[src/rtl/line_engine_if.sv]
// Bundles the CPU-facing MMIO port, the frame-buffer pixel-write port and the busy flag.
// Latency: none, wiring only.
// Backpressure: px_ready from the arbiter stalls the pixel stream; the MMIO side has none.
interface line_engine_if;
    logic        mmio_we;
    logic        mmio_re;
    logic [3:0]  mmio_addr;
    logic [31:0] mmio_wdata;
    logic [31:0] mmio_rdata;
    logic        px_valid;
    logic        px_ready;
    logic [31:0] px_addr;
    logic [31:0] px_data;
    logic        busy;

    // Engine view: responder on MMIO, requester on the pixel port.
    modport slave (
        input  mmio_we, mmio_re, mmio_addr, mmio_wdata, px_ready,
        output mmio_rdata, px_valid, px_addr, px_data, busy
    );

    // Environment view: CPU decode plus frame-buffer arbiter.
    modport master (
        output mmio_we, mmio_re, mmio_addr, mmio_wdata, px_ready,
        input  mmio_rdata, px_valid, px_addr, px_data, busy
    );
endinterface

[src/rtl/line_engine.sv]
// Line-drawing accelerator: MMIO register file plus integer Bresenham rasteriser.
// Latency: first pixel request two cycles after the START write, then one pixel per cycle.
// Backpressure: the pixel is held stable while px_ready is low; START while busy is dropped.
module line_engine #(
    parameter int COORD_W     = 10,
    parameter int STRIDE_LOG2 = 10
) (
    input  logic         clk,
    input  logic         rst,
    line_engine_if.slave bus
);
    localparam int EW = COORD_W + 3;

    typedef enum logic [1:0] {S_IDLE, S_SETUP, S_DRAW, S_DONE} state_t;
    state_t state_q, state_d;

    // Shadow registers written by firmware at any time.
    logic [31:0]          base_sh_q, color_sh_q;
    logic [COORD_W-1:0]   x0_sh_q, y0_sh_q, x1_sh_q, y1_sh_q;
    // Working copies the rasteriser actually uses.
    logic [31:0]          base_q, color_q;
    logic [COORD_W-1:0]   x0_q, y0_q, x1_q, y1_q;
    logic [COORD_W-1:0]   cur_x_q, cur_x_d, cur_y_q, cur_y_d;
    logic signed [EW-1:0] dx_q, dy_q, err_q, err_d;
    logic                 sx_neg_q, sy_neg_q;
    logic                 done_q;
    logic [31:0]          rdata_q, rdata_d;

    logic                 start_req, status_rd, px_fire, at_end, busy_w;
    logic signed [EW-1:0] x0_s, y0_s, x1_s, y1_s, dx_set, dy_set, e2;
    logic                 step_x, step_y;

    assign start_req = bus.mmio_we && (bus.mmio_addr == 4'd6);
    assign status_rd = bus.mmio_re && (bus.mmio_addr == 4'd7);
    assign busy_w    = (state_q != S_IDLE);
    assign px_fire   = (state_q == S_DRAW) && bus.px_ready;
    assign at_end    = (cur_x_q == x1_q) && (cur_y_q == y1_q);

    // Coordinates widened to signed so the deltas cannot wrap.
    assign x0_s   = $signed({3'b000, x0_q});
    assign y0_s   = $signed({3'b000, y0_q});
    assign x1_s   = $signed({3'b000, x1_q});
    assign y1_s   = $signed({3'b000, y1_q});
    assign dx_set = (x1_s >= x0_s) ? (x1_s - x0_s) : (x0_s - x1_s);
    assign dy_set = (y1_s >= y0_s) ? (y0_s - y1_s) : (y1_s - y0_s);

    assign bus.px_valid   = (state_q == S_DRAW);
    assign bus.px_addr    = base_q + (32'(cur_y_q) << (STRIDE_LOG2 + 2)) + (32'(cur_x_q) << 2);
    assign bus.px_data    = color_q;
    assign bus.busy       = busy_w;
    assign bus.mmio_rdata = rdata_q;

    // Next state: IDLE -> SETUP -> DRAW (until endpoint accepted) -> DONE -> IDLE.
    always_comb begin
        state_d = state_q;
        case (state_q)
            S_IDLE:  if (start_req) state_d = S_SETUP;
            S_SETUP: state_d = S_DRAW;
            S_DRAW:  if (px_fire && at_end) state_d = S_DONE;
            S_DONE:  state_d = S_IDLE;
            default: state_d = S_IDLE;
        endcase
    end

    // One Bresenham step; both axis updates use the same e2 and pre-step err.
    always_comb begin
        e2      = err_q <<< 1;
        step_x  = (e2 >= dy_q);
        step_y  = (e2 <= dx_q);
        err_d   = err_q;
        cur_x_d = cur_x_q;
        cur_y_d = cur_y_q;
        if (step_x) begin
            err_d   = err_d + dy_q;
            cur_x_d = sx_neg_q ? (cur_x_q - COORD_W'(1)) : (cur_x_q + COORD_W'(1));
        end
        if (step_y) begin
            err_d   = err_d + dx_q;
            cur_y_d = sy_neg_q ? (cur_y_q - COORD_W'(1)) : (cur_y_q + COORD_W'(1));
        end
    end

    // Read mux: shadows, status, zero for unmapped offsets.
    always_comb begin
        rdata_d = 32'd0;
        case (bus.mmio_addr)
            4'd0:    rdata_d = base_sh_q;
            4'd1:    rdata_d = color_sh_q;
            4'd2:    rdata_d = 32'(x0_sh_q);
            4'd3:    rdata_d = 32'(y0_sh_q);
            4'd4:    rdata_d = 32'(x1_sh_q);
            4'd5:    rdata_d = 32'(y1_sh_q);
            4'd7:    rdata_d = {30'd0, done_q, busy_w};
            default: rdata_d = 32'd0;
        endcase
    end

    // FSM state register.
    always_ff @(posedge clk or posedge rst) begin
        if (rst) state_q <= S_IDLE;
        else     state_q <= state_d;
    end

    // Shadow register writes, accepted in every state.
    always_ff @(posedge clk or posedge rst) begin
        if (rst) begin
            base_sh_q  <= '0;
            color_sh_q <= '0;
            x0_sh_q    <= '0;
            y0_sh_q    <= '0;
            x1_sh_q    <= '0;
            y1_sh_q    <= '0;
        end else if (bus.mmio_we) begin
            case (bus.mmio_addr)
                4'd0:    base_sh_q  <= bus.mmio_wdata;
                4'd1:    color_sh_q <= bus.mmio_wdata;
                4'd2:    x0_sh_q    <= bus.mmio_wdata[COORD_W-1:0];
                4'd3:    y0_sh_q    <= bus.mmio_wdata[COORD_W-1:0];
                4'd4:    x1_sh_q    <= bus.mmio_wdata[COORD_W-1:0];
                4'd5:    y1_sh_q    <= bus.mmio_wdata[COORD_W-1:0];
                default: ;
            endcase
        end
    end

    // Working registers: latch on START, initialise in SETUP, step on each accepted pixel.
    always_ff @(posedge clk or posedge rst) begin
        if (rst) begin
            base_q   <= '0;
            color_q  <= '0;
            x0_q     <= '0;
            y0_q     <= '0;
            x1_q     <= '0;
            y1_q     <= '0;
            cur_x_q  <= '0;
            cur_y_q  <= '0;
            dx_q     <= '0;
            dy_q     <= '0;
            err_q    <= '0;
            sx_neg_q <= 1'b0;
            sy_neg_q <= 1'b0;
        end else begin
            case (state_q)
                S_IDLE: if (start_req) begin
                    base_q  <= base_sh_q;
                    color_q <= color_sh_q;
                    x0_q    <= x0_sh_q;
                    y0_q    <= y0_sh_q;
                    x1_q    <= x1_sh_q;
                    y1_q    <= y1_sh_q;
                end
                S_SETUP: begin
                    dx_q     <= dx_set;
                    dy_q     <= dy_set;
                    err_q    <= dx_set + dy_set;
                    sx_neg_q <= !(x0_q < x1_q);
                    sy_neg_q <= !(y0_q < y1_q);
                    cur_x_q  <= x0_q;
                    cur_y_q  <= y0_q;
                end
                S_DRAW: if (px_fire && !at_end) begin
                    err_q   <= err_d;
                    cur_x_q <= cur_x_d;
                    cur_y_q <= cur_y_d;
                end
                default: ;
            endcase
        end
    end

    // Sticky completion flag (set beats clear) and registered read data.
    always_ff @(posedge clk or posedge rst) begin
        if (rst) begin
            done_q  <= 1'b0;
            rdata_q <= '0;
        end else begin
            if (state_q == S_DONE)          done_q <= 1'b1;
            else if (start_req || status_rd) done_q <= 1'b0;
            if (bus.mmio_re) rdata_q <= rdata_d;
        end
    end
endmodule

[src/flat_wrapper.sv]
// flat-port wrapper written by rule: the top's interface ports become plain ports
module line_engine_flat 
#(
    parameter int COORD_W     = 10,
    parameter int STRIDE_LOG2 = 10
)
  (clk, rst, bus_mmio_we, bus_mmio_re, bus_mmio_addr, bus_mmio_wdata, bus_px_ready, bus_mmio_rdata, bus_px_valid, bus_px_addr, bus_px_data, bus_busy);
  line_engine_if bus_i ();
  input  logic clk;
  input  logic rst;
  input wire logic [$bits(bus_i.mmio_we)-1:0] bus_mmio_we;
  input wire logic [$bits(bus_i.mmio_re)-1:0] bus_mmio_re;
  input wire logic [$bits(bus_i.mmio_addr)-1:0] bus_mmio_addr;
  input wire logic [$bits(bus_i.mmio_wdata)-1:0] bus_mmio_wdata;
  input wire logic [$bits(bus_i.px_ready)-1:0] bus_px_ready;
  output wire logic [$bits(bus_i.mmio_rdata)-1:0] bus_mmio_rdata;
  output wire logic [$bits(bus_i.px_valid)-1:0] bus_px_valid;
  output wire logic [$bits(bus_i.px_addr)-1:0] bus_px_addr;
  output wire logic [$bits(bus_i.px_data)-1:0] bus_px_data;
  output wire logic [$bits(bus_i.busy)-1:0] bus_busy;
  assign bus_i.mmio_we = bus_mmio_we;
  assign bus_i.mmio_re = bus_mmio_re;
  assign bus_i.mmio_addr = bus_mmio_addr;
  assign bus_i.mmio_wdata = bus_mmio_wdata;
  assign bus_i.px_ready = bus_px_ready;
  assign bus_mmio_rdata = bus_i.mmio_rdata;
  assign bus_px_valid = bus_i.px_valid;
  assign bus_px_addr = bus_i.px_addr;
  assign bus_px_data = bus_i.px_data;
  assign bus_busy = bus_i.busy;
  line_engine #(.COORD_W(COORD_W), .STRIDE_LOG2(STRIDE_LOG2)) u_core (.clk(clk), .rst(rst), .bus(bus_i));
endmodule
[config.mk]
export PLATFORM = sky130hd
export DESIGN_NAME = line_engine_flat
export DESIGN_NICKNAME = d
export VERILOG_FILES = /design/src/rtl/line_engine_if.sv /design/src/rtl/line_engine.sv /design/src/flat_wrapper.sv
export SDC_FILE = /design/constraint.sdc
export NUM_CORES = 1
export LEC_CHECK = 0
export CAP_MARGIN = 15
export CORE_ASPECT_RATIO = 2
export CORE_UTILIZATION = 60
export CTS_BUF_LIST = sky130_fd_sc_hd__clkbuf_2
export DETAILED_ROUTE_END_ITERATION = 8
export GPL_TIMING_DRIVEN = 0
export PLACE_DENSITY = 0.93
export SETUP_SLACK_MARGIN = 0.1
export SLEW_MARGIN = 25
export SYNTH_ARGS = -nofsm -noshare
export SYNTH_HDL_FRONTEND = slang
export SYNTH_SLANG_ARGS = --single-unit
export TNS_END_PERCENT = 5
[constraint.sdc]
create_clock -name clk -period 12.65 [get_ports clk]
set_input_delay 1.8975 -clock clk [delete_from_list [all_inputs] [get_ports clk]]
set_output_delay 1.8975 -clock clk [all_outputs]
set_load 0.01 [all_outputs]
==> impl_metrics.xml, run 1 <==
<?xml version="1.0" encoding="UTF-8"?>
<metrics>
  <group name="placed_design">
    <metric name="port_buffers" unit="">135</metric>
    <metric name="pre_cts_slack" unit="ns">6.715</metric>
    <metric name="globalplace.congestion" unit="">0.9902</metric>
    <metric name="dp_hpwl" unit="µm">45440</metric>
  </group>
  <group name="global_route">
    <metric name="grt_max_degree" unit="">108</metric>
    <metric name="grt_overflow" unit="">0</metric>
    <metric name="gr-usage-all-layers" unit="">0.4131</metric>
    <metric name="first_global_vias" unit="">17160</metric>
    <metric name="number_of_antenna_violations_at_the_first_check_in_global_routing" unit="">4</metric>
    <metric name="grt_pass1_wl" unit="µm">96580</metric>
  </group>
  <group name="sta">
    <metric name="finalHoldWorstSlack" unit="ns">0.5177</metric>
    <metric name="setup_ws" unit="ns">5.030</metric>
    <metric name="period_share" unit="">0.6024</metric>
    <metric name="fin_tns_setup" unit="ns">0</metric>
    <metric name="final_max_slew_viol_count" unit="">0</metric>
    <metric name="hold_viol" unit="">0</metric>
    <metric name="final.setup_skew" unit="ns">0.08780</metric>
    <metric name="rsz0062_at_grt" unit="">no</metric>
    <metric name="max_slew.worst_pin.slew" unit="ns">1.205</metric>
    <metric name="report.final.setup_viol" unit="">0</metric>
    <metric name="period_needed" unit="ns">7.620</metric>
    <metric name="timing.slew.headroom" unit="">0.1906</metric>
    <metric name="fmax" unit="GHz">0.1312</metric>
  </group>
  <group name="route">
    <metric name="wl_per_cell" unit="µm">26.90</metric>
    <metric name="postRouteWirelength" unit="µm">63710</metric>
    <metric name="final_antenna_net_count" unit="">0</metric>
    <metric name="detail_route.iter0.violations" unit="">1387</metric>
    <metric name="post-route-drc-count" unit="">0</metric>
    <metric name="vias" unit="">16221</metric>
    <metric name="detailedRoute.firstPassIterationCount" unit="">8</metric>
    <metric name="routed_via_density" unit="">6.850</metric>
  </group>
  <group name="worst_setup_path">
    <metric name="worst-endpoint-required" unit="ns">10.75</metric>
    <metric name="critical_path.max_stage_delay" unit="ns">0.96</metric>
    <metric name="worstPathCellList" unit="">ha_1 -&gt; o21ai_0 -&gt; o21ai_0 -&gt; a21oi_1 -&gt; o21ai_1 -&gt; a21oi_1 -&gt; o21ai_1 -&gt; nor3b_1 -&gt; xor2_1 -&gt; clkdlybuf4s50_1</metric>
    <metric name="critPathLaunchType" unit="">flop</metric>
    <metric name="crit_path_end_kind" unit="">output pin</metric>
    <metric name="cp_top_family" unit="">compound AO/OA/AOI/OAI gates</metric>
    <metric name="crit_path_start" unit="">u_core.cur_x_q[3]</metric>
    <metric name="reg2reg_from" unit="">u_core.x1_q[1]</metric>
    <metric name="cp_num_buf_inv" unit="">1</metric>
    <metric name="critical_path_arrival" unit="ns">5.72</metric>
    <metric name="path_class" unit="">flop to output pin</metric>
    <metric name="slowest_stage" unit="">o21ai_0</metric>
    <metric name="path_max_fanout" unit="">5</metric>
  </group>
  <group name="hold_path">
    <metric name="holdCritPathClass" unit="">flop to flop</metric>
    <metric name="startpoint_of_the_most_critical_hold_path" unit="">u_core.done_q</metric>
  </group>
  <group name="clock_tree">
    <metric name="h-tree-depth" unit="">3</metric>
    <metric name="cts_buffers" unit="">66</metric>
    <metric name="cts_max_path_buffers" unit="">3</metric>
    <metric name="clk_pin_slew" unit="ns">0.12</metric>
    <metric name="cts_repair_resizes" unit="">0</metric>
    <metric name="hold_buffers" unit="">0</metric>
    <metric name="setup_bufs_post_cts" unit="">0</metric>
    <metric name="root_buffer" unit="">clkbuf_2</metric>
    <metric name="cts_tree" unit="">yes</metric>
    <metric name="cts.sink_count" unit="">299</metric>
    <metric name="insertion_delay" unit="ns">1.02</metric>
  </group>
  <group name="synthesis">
    <metric name="postSynthRegisterBits" unit="">299</metric>
    <metric name="synth-seq-area-share" unit="">0.4072</metric>
    <metric name="number_of_warnings_issued_by_yosys" unit="">0</metric>
    <metric name="synth_enable_flop_cells" unit="">0</metric>
    <metric name="syn_inst_count" unit="">1750</metric>
    <metric name="ys.flop_type" unit="">dfrtp_1</metric>
    <metric name="netlist_area" unit="mm²">0.01838</metric>
    <metric name="synth_cell_type_count" unit="">75</metric>
    <metric name="synth-async-reset-ratio" unit="">1.000</metric>
    <metric name="synthesis.area_per_instance" unit="µm²">10.50</metric>
    <metric name="postSynthNetCount" unit="">1938</metric>
  </group>
  <group name="final_layout">
    <metric name="multi_input_area" unit="mm²">0.01005</metric>
    <metric name="synthToLayoutAreaGrowth" unit="%">13.65</metric>
    <metric name="layout.cells.most_common" unit="">dfrtp_1</metric>
    <metric name="seqCellArea" unit="mm²">0.007482</metric>
    <metric name="post-route-util" unit="">0.6920</metric>
    <metric name="final_cell_mix" unit="">dfrtp_1, mux2_2, inv_1</metric>
    <metric name="layout-drive-gt1-share" unit="">0.1956</metric>
    <metric name="fillers" unit="">2001</metric>
    <metric name="finish.net_count" unit="">2144</metric>
  </group>
  <group name="die">
    <metric name="chipWidth" unit="µm">125.7</metric>
    <metric name="initial_core_util" unit="">0.6089</metric>
    <metric name="fp.dieArea" unit="mm²">0.03137</metric>
    <metric name="design.core.area" unit="mm²">0.03018</metric>
    <metric name="boundaryPins" unit="">139</metric>
    <metric name="die-height" unit="µm">249.5</metric>
    <metric name="rows" unit="">90</metric>
  </group>
  <group name="outcome">
    <metric name="status" unit="">finished, final reports clean</metric>
  </group>
  <group name="flow_run">
    <metric name="max-cap-violations" unit="">0</metric>
  </group>
</metrics>
routing by layer:
metal  vias to the layer above  routed length (µm)  global-route usage
li1                       6744                   -                   -
met2                      1134               31960              0.7138
met1                      7787               18480              0.3631
met4                         2                8156              0.4613
met3                       554                5072              0.1074
met5                         -                  37                   0
registers in the layout, summed over array words and instances (netlist names), 2 cells and up:
register,count
u_core.cur_x_q,10
u_core.x0_q,10
u_core.x1_sh_q,10
u_core.y1_q,10
u_core.x0_sh_q,10
u_core.state_q,2
u_core.base_q,32
u_core.dx_q,11
u_core.dy_q,11
u_core.y1_sh_q,10
u_core.bus.px_data,32
u_core.bus.mmio_rdata,32
u_core.base_sh_q,32
u_core.y0_sh_q,10
u_core.cur_y_q,10
u_core.err_q,12
u_core.color_sh_q,32
u_core.x1_q,10
u_core.y0_q,10
final timing paths:
kind | slack [ns] | cells after the start | endpoint
max in group asynchronous | 9.66 | 5 | u_core.base_q[0]
max | 5.03 | 10 | bus_px_addr[31]
min in group asynchronous | 1.28 | 2 | u_core.bus.mmio_rdata[12]
min | 0.52 | 1 | u_core.done_q
max reg2reg | 7.25 | 19 | u_core.err_q[11]
min reg2reg | 0.52 | 1 | u_core.done_q
Yosys cell counts (10+ instances only):
master	instances	area share
dfrtp_1	299	0.41
mux2_2	231	0.14
inv_1	145	0.030
ha_1	137	0.093
a21oi_1	106	0.029
nor2_1	91	0.019
nand2_1	72	0.015
o21ai_0	60	0.016
xnor2_1	55	0.026
xor2_1	38	0.018
o22ai_1	35	0.012
a22oi_1	34	0.014
a21o_1	32	0.013
mux2i_1	29	0.016
clkbuf_1	27	0.0055
nor3_1	27	0.0074
nand3_1	24	0.0065
a211oi_1	23	0.0094
nor2b_1	21	0.0071
a31oi_1	17	0.0058
buf_2	16	0.0044
nand2b_1	14	0.0048
o211ai_1	14	0.0057
o21bai_1	14	0.0057
buf_1	13	0.0027
nand4_1	11	0.0037
o21a_1	11	0.0045
a221oi_1	10	0.0048
fa_1	10	0.011
or3_1	10	0.0034
final cells by class:
class                      count  share of cell area
multi-input combinational   1239              0.4811
inverter                     147             0.02678
clock inverter                22            0.007190
sequential                   299              0.3583
clock buffer                  89             0.02133
antenna                        1           0.0001198
buffer                        65             0.01450
timing repair buffer         138             0.06866
tap                          368             0.02205
logic make-up after synthesis:
logic type               after synthesis  share of synthesized area
adder cells (fa/ha/maj)              147                     0.1042
AND/OR/NAND/NOR                      308                    0.08089
multiplexers                         264                     0.1608
flip-flops                           299                     0.4072
XOR/XNOR                              93                    0.04433
AO/OA/AOI/OAI                        427                     0.1561
buffers and inverters                212                    0.04651
per-stage QoR:
step                instance area (µm²)  cells
floorplan                         18380   1750
global route                      20880   2368
CTS                               20880   2367
detailed placement                20280   2256
global placement                  20190   2253
finish                            20880   2368
Power of run 1 is left out: the tool's default activity adds up to more than one toggle a clock period on the data nets, which glitch-free logic cannot reach.
==> run 2, diff against run 1 <==
- CORE_UTILIZATION: 60 -> 55
- PLACE_DENSITY: 0.93 -> 0.9
- clock period: 12.65 -> 6.5 ns (I/O delays scaled with it)
==> impl_metrics.xml, run 2 (same netlist as run 1, synthesis figures left out) <==
<?xml version="1.0" encoding="UTF-8"?>
<metrics>
  <group name="outcome">
    <metric name="status" unit="">finished, final reports clean</metric>
  </group>
  <group name="sta">
    <metric name="rsz0062_at_grt" unit="">no</metric>
    <metric name="fin_tns_setup" unit="ns">0</metric>
    <metric name="max_slew.worst_pin.slew" unit="ns">1.181</metric>
    <metric name="hold_viol" unit="">0</metric>
    <metric name="fmax" unit="GHz">0.1616</metric>
    <metric name="final.setup_skew" unit="ns">0.05662</metric>
    <metric name="period_share" unit="">0.9522</metric>
    <metric name="final_max_slew_viol_count" unit="">0</metric>
    <metric name="report.final.setup_viol" unit="">0</metric>
    <metric name="period_needed" unit="ns">6.189</metric>
    <metric name="timing.slew.headroom" unit="">0.2063</metric>
  </group>
  <group name="clock_tree">
    <metric name="cts.sink_count" unit="">299</metric>
    <metric name="cts_buffers" unit="">68</metric>
    <metric name="cts_max_path_buffers" unit="">3</metric>
    <metric name="insertion_delay" unit="ns">0.98</metric>
    <metric name="root_buffer" unit="">clkbuf_2</metric>
    <metric name="hold_buffers" unit="">0</metric>
    <metric name="h-tree-depth" unit="">3</metric>
    <metric name="cts_repair_resizes" unit="">0</metric>
    <metric name="cts_tree" unit="">yes</metric>
    <metric name="setup_bufs_post_cts" unit="">0</metric>
    <metric name="clk_pin_slew" unit="ns">0.14</metric>
  </group>
  <group name="die">
    <metric name="initial_core_util" unit="">0.5580</metric>
    <metric name="design.core.area" unit="mm²">0.03293</metric>
    <metric name="fp.dieArea" unit="mm²">0.03419</metric>
    <metric name="rows" unit="">94</metric>
    <metric name="chipWidth" unit="µm">131.2</metric>
    <metric name="boundaryPins" unit="">139</metric>
    <metric name="die-height" unit="µm">260.5</metric>
  </group>
  <group name="final_layout">
    <metric name="multi_input_area" unit="mm²">0.01004</metric>
    <metric name="post-route-util" unit="">0.6408</metric>
    <metric name="final_cell_mix" unit="">dfrtp_1, mux2_2, inv_1</metric>
    <metric name="layout.cells.most_common" unit="">dfrtp_1</metric>
    <metric name="design_area" unit="mm²">0.02110</metric>
    <metric name="fillers" unit="">2500</metric>
    <metric name="synthToLayoutAreaGrowth" unit="%">14.84</metric>
    <metric name="seqCellArea" unit="mm²">0.007482</metric>
    <metric name="finish.net_count" unit="">2152</metric>
    <metric name="layout-drive-gt1-share" unit="">0.2016</metric>
    <metric name="layout.cells.non_filler" unit="">2448</metric>
  </group>
  <group name="placed_design">
    <metric name="globalplace.congestion" unit="">0.9837</metric>
    <metric name="dp_hpwl" unit="µm">45750</metric>
    <metric name="placed_cells_incl_taps" unit="">2326</metric>
    <metric name="post_placement_cell_area" unit="mm²">0.02045</metric>
    <metric name="port_buffers" unit="">135</metric>
  </group>
  <group name="route">
    <metric name="detail_route.iter0.violations" unit="">869</metric>
    <metric name="final_antenna_net_count" unit="">0</metric>
    <metric name="routed_via_density" unit="">6.374</metric>
    <metric name="postRouteWirelength" unit="µm">60060</metric>
    <metric name="detailedRoute.firstPassIterationCount" unit="">8</metric>
    <metric name="post-route-drc-count" unit="">0</metric>
    <metric name="wl_per_cell" unit="µm">24.54</metric>
    <metric name="vias" unit="">15603</metric>
  </group>
  <group name="worst_setup_path">
    <metric name="crit_path_end_kind" unit="">output pin</metric>
    <metric name="path_class" unit="">flop to output pin</metric>
    <metric name="critPathLaunchType" unit="">flop</metric>
    <metric name="critical_path.max_stage_delay" unit="ns">0.81</metric>
    <metric name="critical_path_arrival" unit="ns">5.21</metric>
    <metric name="path_max_fanout" unit="">5</metric>
    <metric name="slowest_stage" unit="">a21boi_0</metric>
    <metric name="worstPathCellList" unit="">ha_1 -&gt; inv_1 -&gt; fa_1 -&gt; nor2b_1 -&gt; o21ai_0 -&gt; a21boi_0 -&gt; o211ai_1 -&gt; a21oi_1 -&gt; o31ai_2 -&gt; a211oi_1 -&gt; xor2_1 -&gt; clkdlybuf4s50_1</metric>
    <metric name="worst-endpoint-required" unit="ns">5.52</metric>
  </group>
  <group name="global_route">
    <metric name="grt_overflow" unit="">0</metric>
    <metric name="number_of_antenna_violations_at_the_first_check_in_global_routing" unit="">5</metric>
    <metric name="grt_max_degree" unit="">36</metric>
    <metric name="gr-usage-all-layers" unit="">0.3576</metric>
    <metric name="grt_pass1_wl" unit="µm">91700</metric>
    <metric name="first_global_vias" unit="">16629</metric>
  </group>
  <group name="hold_path">
    <metric name="holdCritPathClass" unit="">input pin to asynchronous set/reset pin</metric>
  </group>
  <group name="flow_run">
    <metric name="max-cap-violations" unit="">0</metric>
  </group>
</metrics>
==> run 2: cell types whose count changed in the layout (fill, tap and decap cells not counted), sizes merged <==
cell	change
buf	+6
clkinvlp	+4
diode	+1
inv	-4
clkbuf	+9
==> run 2: final timing paths <==
kind / from / slack, ns / endpoint / depth (start not counted)
worst max-delay path: u_core.cur_x_q[0] / 0.31 / bus_px_addr[30] / 12
worst min-delay path: rst / 0.45 / u_core.bus.mmio_rdata[19] / 2
worst max register to register: u_core.x1_q[1] / 1.19 / u_core.err_q[11] / 19
worst min register to register: u_core.bus.px_data[0] / 0.52 / u_core.bus.px_data[0] / 1
max in group asynchronous: rst / 4.64 / u_core.cur_x_q[1] / 6
min in group clk: u_core.bus.px_data[0] / 0.52 / u_core.bus.px_data[0] / 1
==> run 2: through the flow <==
step / hold WS, ns / worst slack, ns
2_1_floorplan: 0.4495 / 1.552
3_3_place_gp: 0.4789 / -0.3331
3_5_place_dp: 0.4915 / 1.339
4_1_cts: 0.4077 / 0.3933
5_1_grt: 0.4524 / 0.2097
6_report: 0.4531 / 0.3108
==> run 2: routing by layer <==
metal  wire length [µm]  track usage
met2              31190       0.6525
met4               7339       0.3958
met3               3704      0.08566
met1              17780       0.2986
met5                 49            0
==> run 2: area by class of cell <==
cell class | instances | share of cell area
Antenna cell | 2 | 0.0002372
Timing Repair Buffer | 144 | 0.07258
Tap cell | 432 | 0.02562
Sequential cell | 299 | 0.3546
Clock buffer | 98 | 0.02324
Inverter | 147 | 0.02633
Clock inverter | 22 | 0.007353
Multi-Input combinational cell | 1239 | 0.4757
Buffer | 65 | 0.01435
==> run 2: critical path, delay by kind of cell (launching register included) <==
| family | cells | cell delay [ns] |
|---|---|---|
| xor gates and xnor gates | 1 | 0.20 |
| and+or+nand+nor | 1 | 0.15 |
| DFF | 1 | 0.45 |
| buffers and inverters | 2 | 0.64 |
| AOI/OAI and AO/OA | 6 | 2.20 |
| adders and majority gates | 2 | 0.64 |
Power of run 2 is left out for the same reason.
